File: src/rtl/uart_mmio_ctrl_pkg.sv
// Register offsets, STATUS bit positions and the address decoder shared by the
// UART MMIO controller.
package uart_mmio_ctrl_pkg;

    localparam logic [31:0] UART_STATUS_OFF = 32'h0;
    localparam logic [31:0] UART_RX_OFF     = 32'h4;
    localparam logic [31:0] UART_TX_OFF     = 32'h8;
    localparam logic [31:0] UART_CLR_OFF    = 32'hC;

    localparam int STAT_TX_NOTFULL  = 0;
    localparam int STAT_RX_NONEMPTY = 1;
    localparam int STAT_RX_UNF      = 2;
    localparam int STAT_TX_OVF      = 3;

    typedef enum logic [2:0] {
        REG_STATUS,
        REG_RX,
        REG_TX,
        REG_CLR,
        REG_NONE
    } reg_sel_e;

    // Full 32-bit match so aliases outside the window never hit a register.
    function automatic reg_sel_e decode_addr(input logic [31:0] addr, input logic [31:0] base);
        if (addr == base + UART_STATUS_OFF) return REG_STATUS;
        if (addr == base + UART_RX_OFF)     return REG_RX;
        if (addr == base + UART_TX_OFF)     return REG_TX;
        if (addr == base + UART_CLR_OFF)    return REG_CLR;
        return REG_NONE;
    endfunction

endpackage

File: src/rtl/uart_mmio_ctrl_sync_fifo.sv
// Single-clock FIFO with registered storage; the head is readable in the same
// cycle it becomes valid and reads as zero while empty.
module sync_fifo #(
    parameter int WIDTH = 8,
    parameter int DEPTH = 8,
    localparam int AW = $clog2(DEPTH)
) (
    input  logic             clk,
    input  logic             rst,
    input  logic             wr_en,
    input  logic [WIDTH-1:0] din,
    output logic             full,
    input  logic             rd_en,
    output logic [WIDTH-1:0] dout,
    output logic             empty,
    output logic [AW:0]      count
);

    logic [WIDTH-1:0] mem_q [DEPTH];
    logic [AW-1:0]    wr_ptr_q;
    logic [AW-1:0]    rd_ptr_q;
    logic [AW:0]      count_q;
    logic             do_wr;
    logic             do_rd;

    assign full  = (count_q == (AW+1)'(DEPTH));
    assign empty = (count_q == '0);
    assign count = count_q;
    assign do_wr = wr_en && !full;
    assign do_rd = rd_en && !empty;
    assign dout  = empty ? '0 : mem_q[rd_ptr_q];

    always_ff @(posedge clk) begin
        if (rst) begin
            wr_ptr_q <= '0;
            rd_ptr_q <= '0;
            count_q  <= '0;
        end else begin
            if (do_wr) wr_ptr_q <= wr_ptr_q + 1'b1;
            if (do_rd) rd_ptr_q <= rd_ptr_q + 1'b1;
            case ({do_wr, do_rd})
                2'b10:   count_q <= count_q + 1'b1;
                2'b01:   count_q <= count_q - 1'b1;
                default: count_q <= count_q;
            endcase
        end
    end

    // Storage is not reset; stale entries are masked by the pointers and count.
    always_ff @(posedge clk) begin
        if (do_wr) mem_q[wr_ptr_q] <= din;
    end

endmodule

File: src/rtl/uart_mmio_ctrl.sv
// CPU-facing MMIO window for the UART core: TX/RX FIFOs, sticky overflow and
// underflow flags, and a combinational register read mux.
module uart_mmio_ctrl
    import uart_mmio_ctrl_pkg::*;
#(
    parameter int          FIFO_DEPTH = 8,
    parameter logic [31:0] BASE_ADDR  = 32'h8000_0000,
    localparam int AW = $clog2(FIFO_DEPTH)
) (
    input  logic        clk,
    input  logic        rst,
    input  logic [31:0] mmio_addr,
    input  logic        mmio_re,
    input  logic        mmio_we,
    input  logic [7:0]  mmio_wdata,
    output logic [31:0] mmio_rdata,
    output logic [7:0]  uart_tx_data,
    output logic        uart_tx_valid,
    input  logic        uart_tx_ready,
    input  logic [7:0]  uart_rx_data,
    input  logic        uart_rx_valid,
    output logic        uart_rx_ready
);

    reg_sel_e    sel;
    logic        tx_full, tx_empty, rx_full, rx_empty;
    logic [AW:0] tx_count, rx_count;
    logic [7:0]  rx_head;
    logic        tx_wr, tx_rd, rx_wr, rx_rd;
    logic        tx_ovf_q, tx_ovf_d;
    logic        rx_unf_q, rx_unf_d;
    logic        tx_notfull, rx_nonempty;

    assign sel = decode_addr(mmio_addr, BASE_ADDR);

    assign uart_tx_valid = !tx_empty;
    assign uart_rx_ready = !rx_full;
    assign tx_wr = mmio_we && (sel == REG_TX) && !tx_full;
    assign tx_rd = uart_tx_valid && uart_tx_ready;
    assign rx_wr = uart_rx_valid && uart_rx_ready;
    assign rx_rd = mmio_re && (sel == REG_RX) && !rx_empty;

    assign tx_notfull  = (tx_count != (AW+1)'(FIFO_DEPTH));
    assign rx_nonempty = (rx_count != '0);

    sync_fifo #(.WIDTH(8), .DEPTH(FIFO_DEPTH)) u_tx_fifo (
        .clk   (clk),
        .rst   (rst),
        .wr_en (tx_wr),
        .din   (mmio_wdata),
        .full  (tx_full),
        .rd_en (tx_rd),
        .dout  (uart_tx_data),
        .empty (tx_empty),
        .count (tx_count)
    );

    sync_fifo #(.WIDTH(8), .DEPTH(FIFO_DEPTH)) u_rx_fifo (
        .clk   (clk),
        .rst   (rst),
        .wr_en (rx_wr),
        .din   (uart_rx_data),
        .full  (rx_full),
        .rd_en (rx_rd),
        .dout  (rx_head),
        .empty (rx_empty),
        .count (rx_count)
    );

    // A CLEAR store wins over an overflow/underflow raised in the same cycle.
    always_comb begin
        tx_ovf_d = tx_ovf_q;
        rx_unf_d = rx_unf_q;
        if (mmio_we && (sel == REG_TX) && tx_full)  tx_ovf_d = 1'b1;
        if (mmio_re && (sel == REG_RX) && rx_empty) rx_unf_d = 1'b1;
        if (mmio_we && (sel == REG_CLR)) begin
            tx_ovf_d = 1'b0;
            rx_unf_d = 1'b0;
        end
    end

    always_ff @(posedge clk) begin
        if (rst) begin
            tx_ovf_q <= 1'b0;
            rx_unf_q <= 1'b0;
        end else begin
            tx_ovf_q <= tx_ovf_d;
            rx_unf_q <= rx_unf_d;
        end
    end

    always_comb begin
        mmio_rdata = '0;
        case (sel)
            REG_STATUS: begin
                mmio_rdata[STAT_TX_NOTFULL]  = tx_notfull;
                mmio_rdata[STAT_RX_NONEMPTY] = rx_nonempty;
                mmio_rdata[STAT_RX_UNF]      = rx_unf_q;
                mmio_rdata[STAT_TX_OVF]      = tx_ovf_q;
            end
            REG_RX:  mmio_rdata = {24'b0, rx_head};
            default: mmio_rdata = '0;
        endcase
    end

endmodule

File: config.mk
export PLATFORM = sky130hd
export DESIGN_NAME = uart_mmio_ctrl
export DESIGN_NICKNAME = d
export VERILOG_FILES = /design/src/rtl/uart_mmio_ctrl_pkg.sv /design/src/rtl/uart_mmio_ctrl_sync_fifo.sv /design/src/rtl/uart_mmio_ctrl.sv
export SDC_FILE = /design/constraint.sdc
export NUM_CORES = 1
export LEC_CHECK = 0
export BUFFER_PORTS_ARGS = -buffer_cell sky130_fd_sc_hd__clkbuf_2
export CAP_MARGIN = 20
export CORE_MARGIN = 1.5
export CORE_UTILIZATION = 25
export CTS_CLUSTER_DIAMETER = 120
export DETAILED_ROUTE_END_ITERATION = 7
export GPL_ROUTABILITY_DRIVEN = 0
export PLACE_DENSITY_LB_ADDON = 0.08
export SKIP_LAST_GASP = 1
export SLEW_MARGIN = 20
export SYNTH_ARGS = -nofsm -noshare
export SYNTH_HDL_FRONTEND = slang
export SYNTH_SLANG_ARGS = --single-unit
File: constraint.sdc
create_clock -name clk -period 3.2 [get_ports clk]
set_input_delay 0.32 -clock clk [delete_from_list [all_inputs] [get_ports clk]]
set_output_delay 0.32 -clock clk [all_outputs]
set_load 0.01 [all_outputs]
# ---- Word level (Yosys, flattened, before mapping)
# Memories as Yosys holds them, arrays and structs flattened. A register that Yosys moved wholly into a read port is not among the register bits.
# Cells that the tools add are included.
dict set report totals {
  output_inout_bits 42
  word_cells 88
  n_memories 2
  regBits 22
  ramBits 128
}
dict set report op_classes {
  mux 32
  n_eq_ne 14
  addsub 8
  reduce_logical 24
}
# memory depth word_bits rd rd_ports_with_merged_regs write_ports line
set memory_table {}
lappend memory_table {u_rx_fifo.mem_q 8 8 1 1 1 uart_mmio_ctrl_sync_fifo.sv:19} ;# logic [WIDTH-1:0] mem_q [DEPTH];
lappend memory_table {u_tx_fifo.mem_q 8 8 1 1 1 uart_mmio_ctrl_sync_fifo.sv:19}
# operator n
set ops {}
lappend ops {{$eq A32 B32 Y1 const B} 4}
lappend ops {{$mux W3} 12}
lappend ops {{$pmux W4 S2} 3}
lappend ops {{$mux W8} 2}
lappend ops {{$mux W1} 14}
lappend ops {{$logic_and A1 B1 Y1} 13}
lappend ops {{$add A3 B1 Y3 const B} 4}
lappend ops {{$add A4 B1 Y4 const B} 2}
lappend ops {{$eq A4 B4 Y1 const B} 2}
lappend ops {{$logic_not A4 Y1} 2}
lappend ops {{$sub A4 B1 Y4 const B} 2}
lappend ops {{$eq A3 B2 Y1 const B} 2}
lappend ops {{$eq A2 B1 Y1 const B} 2}
lappend ops {{$eq A2 B2 Y1 const B} 2}
lappend ops {{$logic_not A1 Y1} 4}
lappend ops {{$mux W4} 1}
lappend ops {{$ne A4 B4 Y1 const B} 1}
lappend ops {{$reduce_bool A2 Y1} 2}
lappend ops {{$reduce_bool A4 Y1} 1}
lappend ops {{$eq A3 B1 Y1 const B} 1}
lappend ops {{$logic_not A3 Y1} 1}
lappend ops {{$reduce_or A2 Y1} 1}

# ---- Longest topological paths before layout
# Gate-level depths: netlist of the first run.
dict set report logic_depth {
  word_depth 18
  ltp_mapped 13
  mapped_depth_nobuf 11
}

# ---- Hierarchy
# From an unflattened synthesis of the first run, not the netlist that was laid out.
dict set report hier_totals {
  hier_cells 421
  area_unflattened_um2 6800.3
}
# module seq_area_each_um2 cells_each n_inst area_per_inst_um2
set modules_own_cells {}
lappend modules_own_cells {sync_fifo 2182.1 175 2 3125.5}
lappend modules_own_cells {uart_mmio_ctrl 40.0 71 1 549.3}

# ---- Worst setup path after synthesis of the first run
# OpenSTA, ideal clock, no wires.
dict set report synth_timing {
  kind {input to register}
  startpoint {in mmio_addr[27]}
  endpoint {reg u_rx_fifo.count_q[2], in the netlist u_rx_fifo.count[2]}
  n_path_buf 1
  setup_time_ps 71
  slack_ps 654
  path_stages 12
  t_arrival_ps 2475
  t_required_ps 3129
  path_cell_list {nor4_2 -> nand4_2 -> or2_1 -> buf_6 -> nor2_1 -> ha_1 -> xor2_1 -> ha_1 -> a21oi_1 -> xor2_1 -> or3_1 -> a21oi_1}
}
dict set report synth_between {
  elab_chain_cells 15
}
# item line
set synth_lines {}
lappend synth_lines {{start: declaration} uart_mmio_ctrl.sv:12} ;# input logic [31:0] mmio_addr,
lappend synth_lines {{$eq A32 B32 Y1} uart_mmio_ctrl_pkg.sv:28} ;# if (addr == base + UART_CLR_OFF) return REG_CLR;
lappend synth_lines {{$mux W1 (2 in series)} uart_mmio_ctrl_pkg.sv:28}
lappend synth_lines {{$mux W1} uart_mmio_ctrl_pkg.sv:27} ;# if (addr == base + UART_TX_OFF) return REG_TX;
lappend synth_lines {{$mux W1} uart_mmio_ctrl_pkg.sv:26} ;# if (addr == base + UART_RX_OFF) return REG_RX;
lappend synth_lines {{$mux W3} uart_mmio_ctrl_pkg.sv:29} ;# return REG_NONE;
lappend synth_lines {{$mux W3} uart_mmio_ctrl_pkg.sv:28}
lappend synth_lines {{$mux W3} uart_mmio_ctrl_pkg.sv:27}
lappend synth_lines {{$mux W3 *} uart_mmio_ctrl_pkg.sv:26}
lappend synth_lines {{$eq A3 B1 Y1 *} uart_mmio_ctrl.sv:41} ;# assign rx_rd = mmio_re && (sel == REG_RX) && !rx_empty;
lappend synth_lines {{$logic_and A1 B1 Y1 * (2 in series)} uart_mmio_ctrl.sv:41}
lappend synth_lines {{$logic_and A1 B1 Y1 *} uart_mmio_ctrl_sync_fifo.sv:30} ;# assign do_rd = rd_en && !empty;
lappend synth_lines {{named net u_rx_fifo.do_rd} uart_mmio_ctrl_sync_fifo.sv:24} ;# logic do_rd;
lappend synth_lines {{$eq A2 B1 Y1 / $eq A2 B2 Y1 (equally long branches)} uart_mmio_ctrl_sync_fifo.sv:41} ;# case ({do_wr, do_rd})
lappend synth_lines {{$pmux W4 S2 / $reduce_bool A2 Y1 (equally long branches)} -}
lappend synth_lines {{end signal: assignment} uart_mmio_ctrl_sync_fifo.sv:42} ;# 2'b10: count_q <= count_q + 1'b1;
lappend synth_lines {{end signal: assignment} uart_mmio_ctrl_sync_fifo.sv:43} ;# 2'b01: count_q <= count_q - 1'b1;
lappend synth_lines {{end signal: assignment} uart_mmio_ctrl_sync_fifo.sv:44} ;# default: count_q <= count_q;
lappend synth_lines {{end: declaration} uart_mmio_ctrl_sync_fifo.sv:22} ;# logic [AW:0] count_q;
# Mark *: on every way through the listed nets, which the timed path passes. The rest lies on a longest branch. The select of a mux whose other input is x is not followed.
# A chain may end at the register's enable or synchronous reset.

==> results of run 1 <==
## state kept, by name (all words and copies together) (netlist names), named ones only
register,flops
u_rx_fifo.count,4
u_rx_fifo.rd_ptr_q,3
u_tx_fifo.count,4
u_tx_fifo.wr_ptr_q,3
u_tx_fifo.mem_q,64
u_tx_fifo.rd_ptr_q,3
u_rx_fifo.wr_ptr_q,3
tx_ovf_q,1
u_rx_fifo.mem_q,64
rx_unf_q,1
## layout by cell type, fill, tap and decap left out, types with 6 or more instances in the layout
cell	instances
mux2i_1	19
clkbuf_16	17
a21oi_1	9
buf_4	24
nor2_1	31
nor4_2	7
nor2b_1	6
clkbuf_2	71
nor3_1	12
xor2_1	9
nand2_1	7
conb_1	24
ha_1	10
mux4_2	32
nand3_1	7
edfxtp_1	128
dfxtp_1	28
## routing by layer
metal  part of all wire  global-route usage  vias to the layer above
met2               0.53               0.199                       80
li1                   -                   -                     1757
met1               0.42               0.137                     1875
met5                  0                   0                        -
met3              0.042              0.0280                       10
met4             0.0093              0.0294                        0
## worst register-to-register path, stage by stage, from the launching register on
cell and delay [ns]:
dfxtp_1 0.41, nor4b_2 0.46, nor2_1 0.18, and3_1 0.23, inv_2 0.16, ha_1 0.28, xor2_1 0.17, ha_1 0.16
a21oi_1 0.05, xor2_1 0.16, or3_1 0.30, a21oi_1 0.14
## path summary, 6_finish.rpt
| path | endpoint | slack (ns) | cells after the start |
|---|---|---|---|
| hold reg to reg | rx_unf_q | 0.49 | 1 |
| hold / removal | u_rx_fifo.mem_q[0][4] | 0.19 | 1 |
| setup reg to reg | u_tx_fifo.count[2] | 0.44 | 11 |
| setup / recovery | mmio_rdata[1] | 0.37 | 5 |
## kinds of logic (layout without fill, tap and decap cells)
group / Yosys count / count (layout) / share of synthesized area
adder cells (fa/ha/maj): 10 / 10 / 0.0184
AO/OA/AOI/OAI: 29 / 29 / 0.0291
multiplexers: 54 / 54 / 0.139
XOR/XNOR: 10 / 10 / 0.0140
buffers and inverters: 53 / 134 / 0.0474
other: 1 / 24 / 0.000551
flip-flops: 156 / 156 / 0.647
AND/OR/NAND/NOR: 103 / 103 / 0.104
## stage by stage
stage / power [mW] / util / worst slack (ns) / cells / hold slack, ns
floorplan: 2.37 / - / 0.654 / 439 / 0.419
global route: 4.57 / 0.304 / 0.183 / 861 / 0.183
detailed placement: 2.44 / 0.282 / 0.359 / 829 / 0.468
global placement: 2.44 / 0.282 / 0.359 / 829 / 0.454
CTS: 4.47 / 0.304 / 0.222 / 861 / 0.169
finish: 4.41 / 0.304 / 0.373 / 861 / 0.188
## power groups by stage
stage	clock network, mW	logic, mW	registers, mW
after global placement	0	0.164	2.28
after detailed placement	0	0.167	2.28
final	2.01	0.163	2.23
after floorplan	0	0.100	2.27
after CTS	2.08	0.168	2.23
after global routing	2.16	0.182	2.23
## synth_stat cells (2+ instances only)
library cell and n:
edfxtp_1 128, mux4_2 32, nor2_1 31, dfxtp_1 28, buf_4 25, mux2i_1 19
nor3_1 12, ha_1 10, a21oi_1 9, xor2_1 9, clkbuf_1 7, nand2_1 7
nand3_1 7, nor4_2 7, buf_2 6, nor2b_1 6, buf_1 5, inv_1 5
nor4_4 4, o21ai_0 4, and4_1 3, buf_6 3, mux2_1 3, a2bb2oi_1 2
a31o_1 2, a31oi_1 2, and3b_1 2, inv_2 2, nand2b_1 2, nand4_2 2
nor4_1 2, nor4bb_1 2, o21ai_1 2, or3_1 2, or4_4 2
## final cells by class
class / instances / area (um^2)
clock inverters: 14 / 159
well taps: 341 / 427
inverters: 7 / 26.3
flip-flops and latches: 156 / 4400
clock buffers: 18 / 429
multi-input cells: 230 / 2160
fillers: 2667 / 18700
repair buffers: 95 / 536
==> metrics, run 1 <==
status completed; first-pass GRT wire length ~23,000 um; IO Pins 96; ys flop type edfxtp_1; worst path required time 2.88 ns; Fmax 354 MHz; Comb pwr share 0.037; Leakage around 2.8 nW; CTS root buf clkbuf_16; post-route cell area just over 8000 um^2; number of buffers created by CTS 17; Setup crit start kind flop; vias per cell 4.32; IO Port Bufs approximately 70; Die ar. 28,200 um^2; die height approximately 170 um; Worst Path Buf+Inv 1; antenna fix cells 0; skew final 0.0104 ns; Die Width 168 um; worst endpoint data arrival time 2.51 ns; H-tree Lvls 4; clock-pin slew on the worst setup and hold paths 0.07 ns; register area share after synthesis 0.647; sequential power share 0.506; crit share post-route 0.883; Crit-path slowest cell dfxtp_1; Avg Cell Area, Syn approximately 16 um^2; placed inst area 7560 um^2; Routed Antenna Nets 0; Post-synth EDFFs 128; RSZ-0062 raised after global routing no; Syn Inst Count 416; Layout area overhead 19.7%; critical hold path startpoint uart_rx_data[4]; Crit path max-delay family multiplexers; cell area after synthesis 6800 um^2; clock share of power 0.457; antenna violations before repair 0; largest net degree at the start of global routing 28; # nets final 571; Clock Latency Late Sink 0.41 ns; Rel. slew slack 0.531; Synth warnings 0; Initial Util 0.254; Tot GR Track Use 0.113; Sink Count 156; Yosys top cell by area edfxtp_1; max cap viols 0; largest stage delay on the critical path 0.73 ns; Peak VDD IR 0.000288 V; final hold vios 0; layout cells sized above 1 0.346; hold buffers post-CTS 0; Slew @ Worst Pin 0.699 ns; Total Negative Setup Slacks 0 ns; Iter 0 DRT Violations 239; residual DRC count 0; number of global-route vias before repair about 3,800; 1st-pass router iterations 4; crit path kind reg2out; Tmin final between 2 and 3 ns; top cell type's share of synthesized area 0.565; Synth area leaders edfxtp_1 (56%), mux4_2 (11%), dfxtp_1 (8.2%); DR vias 3,722; maximum clock path buffer count 2; sw power 0.961 mW; Reg2Reg Launch Point u_tx_fifo.count[1]; cell internal pwr 3.45 mW; count of state elements after synthesis 156; Core Region between 20,000 and 30,000 um^2; Total Wirelength about 15,000 um; HPWL after DPL 10,500 um; Post-CTS Resized 0; routed length per instance 17.9 um; Worst setup EP type output pin; Rows 60; FFs w/ async S/R, synth 0; CTS tree done; Pins Over Slew Limit 0; PwrDens 541 nW/um^2; total grt overflow 0; Synth cell types between 50 and 60; Max Fanout on Critical Path 9; crit-path cells mux4_2 > mux2i_1 > nand2_1 > and3b_1 > clkbuf_2; Final Setup Violations 0; Hold Path Class in2reg; switch share 0.218; Setup Buffers After CTS 0
Power figures use the tool's default switching activity.
==> run 2: changes to the inputs <==
Settings changed: CORE_UTILIZATION 25 to 57.
==> run 2 against run 1 <==
  * Total power increased by 1.3%
  * Final cell count down 24%
  * Critical path type is now reg2reg
  * Critical endpoint is now u_tx_fifo.count[2]
  * Highest routed layer unchanged
  * Routed wire length decreased by 22%
  * Global-route usage is 9.6 points higher
  * Non-clock buffer count down 8
  * Sequential power barely moved
  * Combinational power down 5%
  * Clock skew fell by 0.0040 ns
  * Hold slack lost 0.0094 ns
  * Via count up 0.21%
  * Largest power group unchanged
  * The run now ends with design-rule violations left
  * Core utilization is 38 points higher
  * Register-to-register slack improved by 0.02 ns
==> metrics, run 2 (same netlist as run 1, synthesis figures left out) <==
Peak VDD IR 0.000532 V (+85%); max cap viols 0 (unchanged); multi-input logic area 2160 um^2 (unchanged); worst path required time 3.54 ns (+0.66 ns); residual DRC count 7 (+7); Rows 39 (-35%); Clock Latency Late Sink 0.42 ns (about the same); worst endpoint data arrival time 3.08 ns (+0.57 ns); number of fill cells 789 (-70%); Setup crit start kind flop; first-pass GRT wire length 19,400 um (-17%); non-filler cells, final 655 (-24%); antenna fix cells 0 (unchanged); clock-pin slew on the worst setup and hold paths 0.06 ns (about the same); 1st-pass router iterations 8 (+4); die height 112 um (-33%); Post-CTS Resized 0 (unchanged); H-tree Lvls 4 (unchanged); Setup Buffers After CTS 0 (unchanged); Final Setup Violations 0 (unchanged); Pins Over Slew Limit 0 (unchanged); Core Region 11,500 um^2 (-57%); Layout area overhead 15.7%; failing checks design-rule violations; vias per cell 5.69 (+32%); skew final 0.00641 ns (-0.00403 ns); overall power 4.47 mW (+1.3%); Total Negative Setup Slacks 0 ns (unchanged); final worst slack 0.459 ns (+0.0864 ns); Initial Util 0.591 (+0.337); commonest cells after routing, fill and taps aside edfxtp_1 (128), clkbuf_2 (71), mux4_2 (32); number of buffers created by CTS 17 (unchanged); Iter 0 DRT Violations 162 (-32%); Hold Path Class in2reg; Hold Path Stages 1 (unchanged); critical hold path startpoint mmio_wdata[4]; crit path kind reg2reg; Tot GR Track Use 0.209 (+0.0961); final hold vios 0 (unchanged); CTS root buf clkbuf_16; maximum clock path buffer count 2 (unchanged); Sequential cell area 4400 um^2 (unchanged); status complete, but fails checks; Routed Antenna Nets 0 (unchanged); CTS tree done; Fmax 365 MHz (+3.2%); Largest regs u_rx_fifo.mem_q (64), u_tx_fifo.mem_q (64); Rel. slew slack 0.393 (-0.137); crit share post-route 0.856 (-0.0270); DR vias 3,730 (+0.21%); Worst R2R Path Depth 11 (unchanged); most common cell after layout, fill and taps aside edfxtp_1; HPWL after DPL 7910 um (-25%); routed length per instance 18.3 um (+2.1%); Place WS 0.307 ns (-0.0519 ns); Leakage 2.78 nW (-1.3%); Sink Count 156 (unchanged); WHS Endpoint u_tx_fifo.mem_q[2][4]; Slew @ Worst Pin 0.906 ns (+0.208 ns); layout cells sized above 1 0.336 (-0.0102); Placed Instances 623 (-25%); largest net degree at the start of global routing 28 (unchanged); Die Width 112 um (-33%); IO Pins 96 (unchanged); r2r endpoint u_tx_fifo.count[2]; hold buffers post-CTS 0 (unchanged); RSZ-0062 raised after global routing no; Die ar. 12,600 um^2 (-55%); PwrDens 567 nW/um^2 (+4.8%); Total Wirelength 12,000 um (-22%); number of global-route vias before repair 3,815 (+0.079%); Worst setup EP type flop; antenna violations before repair 0 (unchanged); IO Port Bufs 71 (unchanged); total grt overflow 0 (unchanged); Reg2Reg Launch Point u_tx_fifo.count[1]; # nets final 563 (-1.4%); Tmin final 2.74 ns (-0.0864 ns); R2R setup slack 0.46 ns (+0.02 ns); Max Fanout on Critical Path 8 (-1)
[run 2: cell types whose count changed in the layout (fill, tap and decap cells not counted), sizes merged]
cell and delta:
inv -6, buf -8, clkbuf -1, clkinvlp +2, bufinv +2, clkinv +3
[run 2: cell type report]
cell class              count  share of cell area
inverters                   7             0.00334
clock buffers              17              0.0540
clock inverters            15              0.0251
flip-flops and latches    156               0.560
repair buffers             87              0.0604
well taps                 143              0.0227
multi-input cells         230               0.275
[run 2: worst max path at each step]
stage	start	end	cells after the start
6_report	u_tx_fifo.count[1]	u_tx_fifo.count[2]	11
3_3_place_gp	mmio_addr[19]	u_tx_fifo.count[2]	12
5_1_grt	u_tx_fifo.count[1]	u_tx_fifo.count[2]	11
4_1_cts	u_tx_fifo.count[1]	u_tx_fifo.count[2]	11
2_1_floorplan	mmio_addr[27]	u_rx_fifo.count[2]	12
3_5_place_dp	mmio_addr[27]	u_tx_fifo.count[2]	12
[run 2: power by group]
group	switching (mW)	leakage [nW]	internal, mW
Clock	0.776	0.291	1.30
Combinational	0.0955	1.11	0.0595
Sequential	0.0131	1.38	2.22
Total	0.885	2.78	3.58
[run 2: routing by layer]
metal | share of wire | GRT usage | wire, um
met5 | 0 | 0 | 0
met4 | 0.012 | 0.0759 | 145
met3 | 0.058 | 0.0680 | 691
met2 | 0.53 | 0.362 | 6330
met1 | 0.40 | 0.246 | 4800
[run 2: metrics by stage]
stage | hold WS [ns] | util | instance area (um^2)
finish | 0.179 | 0.684 | 7870
global route | 0.162 | 0.684 | 7870
CTS | 0.160 | 0.684 | 7870
detailed placement | 0.472 | 0.629 | 7250
global placement | 0.457 | 0.629 | 7250
floorplan | 0.419 | - | 6890
[run 2: critical path, cell delays in order (launching register included)]
cell     delay, ns
dfxtp_1       0.52
nor4b_2       0.12
nor2_1        0.25
and3_1        0.33
inv_2         0.13
ha_1          0.26
xor2_1        0.16
ha_1          0.19
a21oi_1       0.15
xor2_1        0.09
or3_1         0.31
a21oi_1       0.16
==> run 3: changes to the inputs <==
Settings changed: ABC_AREA set to 1.
==> run 3 against run 2 <==
  * The flow now finishes without violations
  * Final area increased by 1.0%
  * Flip-flop and latch count did not move
  * Non-clock buffer count is 3 lower
  * Via count is 33% higher
  * Routed wire length increased by 17%
  * Hold slack got worse by 0.012 ns
  * Count of clock-buffer cells in the layout increased by 2
  * Register-to-register slack gained 0.44 ns
  * Clock power fell by 9%
  * Total power increased by 16%
  * Synthesized cell count grew 65%
  * Synthesized area up 2.6%
  * Largest power group unchanged
==> metrics, run 3 <==
count of state elements after synthesis 156 (unchanged); most common cell after layout, fill and taps aside nor2_1; Max Fanout on Critical Path 33 (+25); Rows 40 (+2.6%); Total Negative Setup Slacks 0 ns (unchanged); Leakage 3.05 nW (+9.5%); Fmax 388 MHz (+6.4%); CTS root buf clkbuf_16; HPWL after DPL 9360 um (+18%); Sink Count 156 (unchanged); Routed met1 length 5760 um (+20%); top cell type's share of synthesized area 0.551 (-0.0142); max cap viols 0 (unchanged); Post-CTS Resized 0 (unchanged); Reg2Reg Launch Point u_rx_fifo.count[0]; wire length on met2 7150 um (+13%); Core Region 12,000 um^2 (+3.9%); crit-path cells buf_4 > inv_2 > o21ai_0 > o211ai_1 > nand3_1 > o22ai_1 > clkbuf_2; skew final 0.00382 ns (-0.00259 ns); Slew @ Worst Pin 0.930 ns (+0.0232 ns); CTS tree done; Tmin final 2.58 ns (-0.165 ns); Final Setup Violations 0 (unchanged); worst endpoint data arrival time 2.26 ns (-0.82 ns); Setup crit start kind flop; layout cells sized above 1 0.161 (-0.175); number of global-route vias before repair 4,759 (+25%); Total Wirelength 14,000 um (+17%); Rel. slew slack 0.378 (-0.0156); Layout area overhead 13.9%; hold buffers post-CTS 0 (unchanged); # nets final 828 (+47%); Pins Over Slew Limit 0 (unchanged); 1st-pass router iterations 5 (-3); Crit-path slowest cell inv_2; ys flop type edfxtp_1; Worst setup EP type output pin; number of buffers created by CTS 17 (unchanged); crit share post-route 0.805 (-0.0517); Post-synth EDFFs 128 (unchanged); Routed Antenna Nets 0 (unchanged); top cells by count, synth nor2_1 (172), edfxtp_1 (128), o21ai_0 (91); Die ar. 12,900 um^2 (+2.5%); Hold Path Class in2reg; Syn Inst Count 686 (+65%); Synth cell types 29 (-49%); Clock Latency Late Sink 0.42 ns (about the same); IO Port Bufs 71 (unchanged); commonest cells after routing, fill and taps aside nor2_1 (172), edfxtp_1 (128), o21ai_0 (91); antenna violations before repair 0 (unchanged); H-tree Lvls 4 (unchanged); top routing layer in use met4; routed length per instance 15.1 um (-17%); final hold vios 0 (unchanged); largest stage delay on the critical path 0.43 ns (-0.09 ns); cell area after synthesis 6980 um^2 (+2.6%); critical hold path startpoint uart_rx_data[4]; Yosys top cell by area edfxtp_1; DR vias 4,954 (+33%); residual DRC count 0 (-7); Die Width 114 um (+1.2%); Synth warnings 0 (unchanged); Initial Util 0.583 (-0.00736); FFs w/ async S/R, synth 0 (unchanged); Met3 Wirelength 707 um (+2.3%); die height 114 um (+1.2%); largest net degree at the start of global routing 34 (+21%); placed inst area 7400 um^2 (+2.1%); crit path kind reg2out; Synth area leaders edfxtp_1 (55%), nor2_1 (9.3%), dfxtp_1 (8.0%); clock-pin slew on the worst setup and hold paths 0.06 ns (about the same); most numerous cell in the Yosys netlist nor2_1; status completed; register area share after synthesis 0.631 (-0.0162); maximum clock path buffer count 2 (unchanged); number of fill cells 908 (+15%); antenna fix cells 0 (unchanged); Hold WS 0.168 ns (-0.0115 ns); overall power 5.19 mW (+16%); PwrDens 653 nW/um^2 (+15%); Setup Buffers After CTS 0 (unchanged); IO Pins 96 (unchanged); Largest regs u_rx_fifo.mem_q (64), u_tx_fifo.mem_q (64); post-route cell area 7950 um^2 (+1.0%); Avg Cell Area, Syn 10.2 um^2 (-38%); RSZ-0062 raised after global routing no; Peak VDD IR 0.000375 V (-30%); vias per cell 5.37 (-5.7%); Tot GR Track Use 0.230 (+0.0211); total grt overflow 0 (unchanged); first-pass GRT wire length 22,600 um (+17%); worst path required time 2.88 ns (-0.66 ns); Iter 0 DRT Violations 387 (+140%)
==> run 3: stage by stage <==
step	setup slack, ns	utilization	instances
2_1_floorplan	0.988	-	709
3_3_place_gp	0.754	0.619	892
3_5_place_dp	0.581	0.619	892
4_1_cts	0.640	0.665	923
5_1_grt	0.440	0.665	923
6_report	0.625	0.665	923
==> run 3: kinds of logic (layout without fill, tap and decap cells) <==
group                      count (synthesis)  in the layout  share of synthesized area
adders and majority gates                 10             10                     0.0179
other                                      1             24                   0.000537
and+or+nand+nor                          282            282                      0.168
AOI/OAI and AO/OA                        134            134                      0.103
xor gates and xnor gates                   8              8                     0.0100
DFF                                      156            156                      0.631
buffers and inverters                     95            162                     0.0688
==> run 3: final cells by class <==
cell class | instances | area [um^2] | area share
Timing Repair Buffer | 84 | 453 | 0.0570
Clock inverter | 12 | 121 | 0.0153
Multi-Input combinational cell | 458 | 2180 | 0.274
Tap cell | 147 | 184 | 0.0231
Inverter | 47 | 176 | 0.0222
Clock buffer | 19 | 433 | 0.0544
Sequential cell | 156 | 4400 | 0.554
==> run 3: metal layers <==
metal,GRT usage,vias up
li1,-,2469
met1,0.274,2312
met2,0.398,143
met3,0.0510,30
met4,0.112,0
met5,0,-
==> run 3: path summary, 6_finish.rpt <==
kind	slack, ns	endpoint	cells after the start
max	0.62	mmio_rdata[0]	7
min	0.17	u_rx_fifo.mem_q[3][4]	1
min reg2reg	0.45	rx_unf_q	2
max reg2reg	0.90	u_rx_fifo.count[2]	12
==> run 3: where the power goes <==
part / internal, mW / total (mW) / leakage [nW] / switching (mW)
registers: 2.26 / 2.34 / 1.38 / 0.0818
clock network: 1.14 / 1.89 / 0.264 / 0.759
logic: 0.331 / 0.956 / 1.40 / 0.625
==> run 3: worst max-delay path, delay by kind of cell (launching register included) <==
| kind | cells | cell delay [ns] |
|---|---|---|
| buffers and inverters | 3 | 0.83 |
| AOI/OAI and AO/OA | 3 | 0.55 |
| DFF | 1 | 0.30 |
| and+or+nand+nor | 1 | 0.15 |
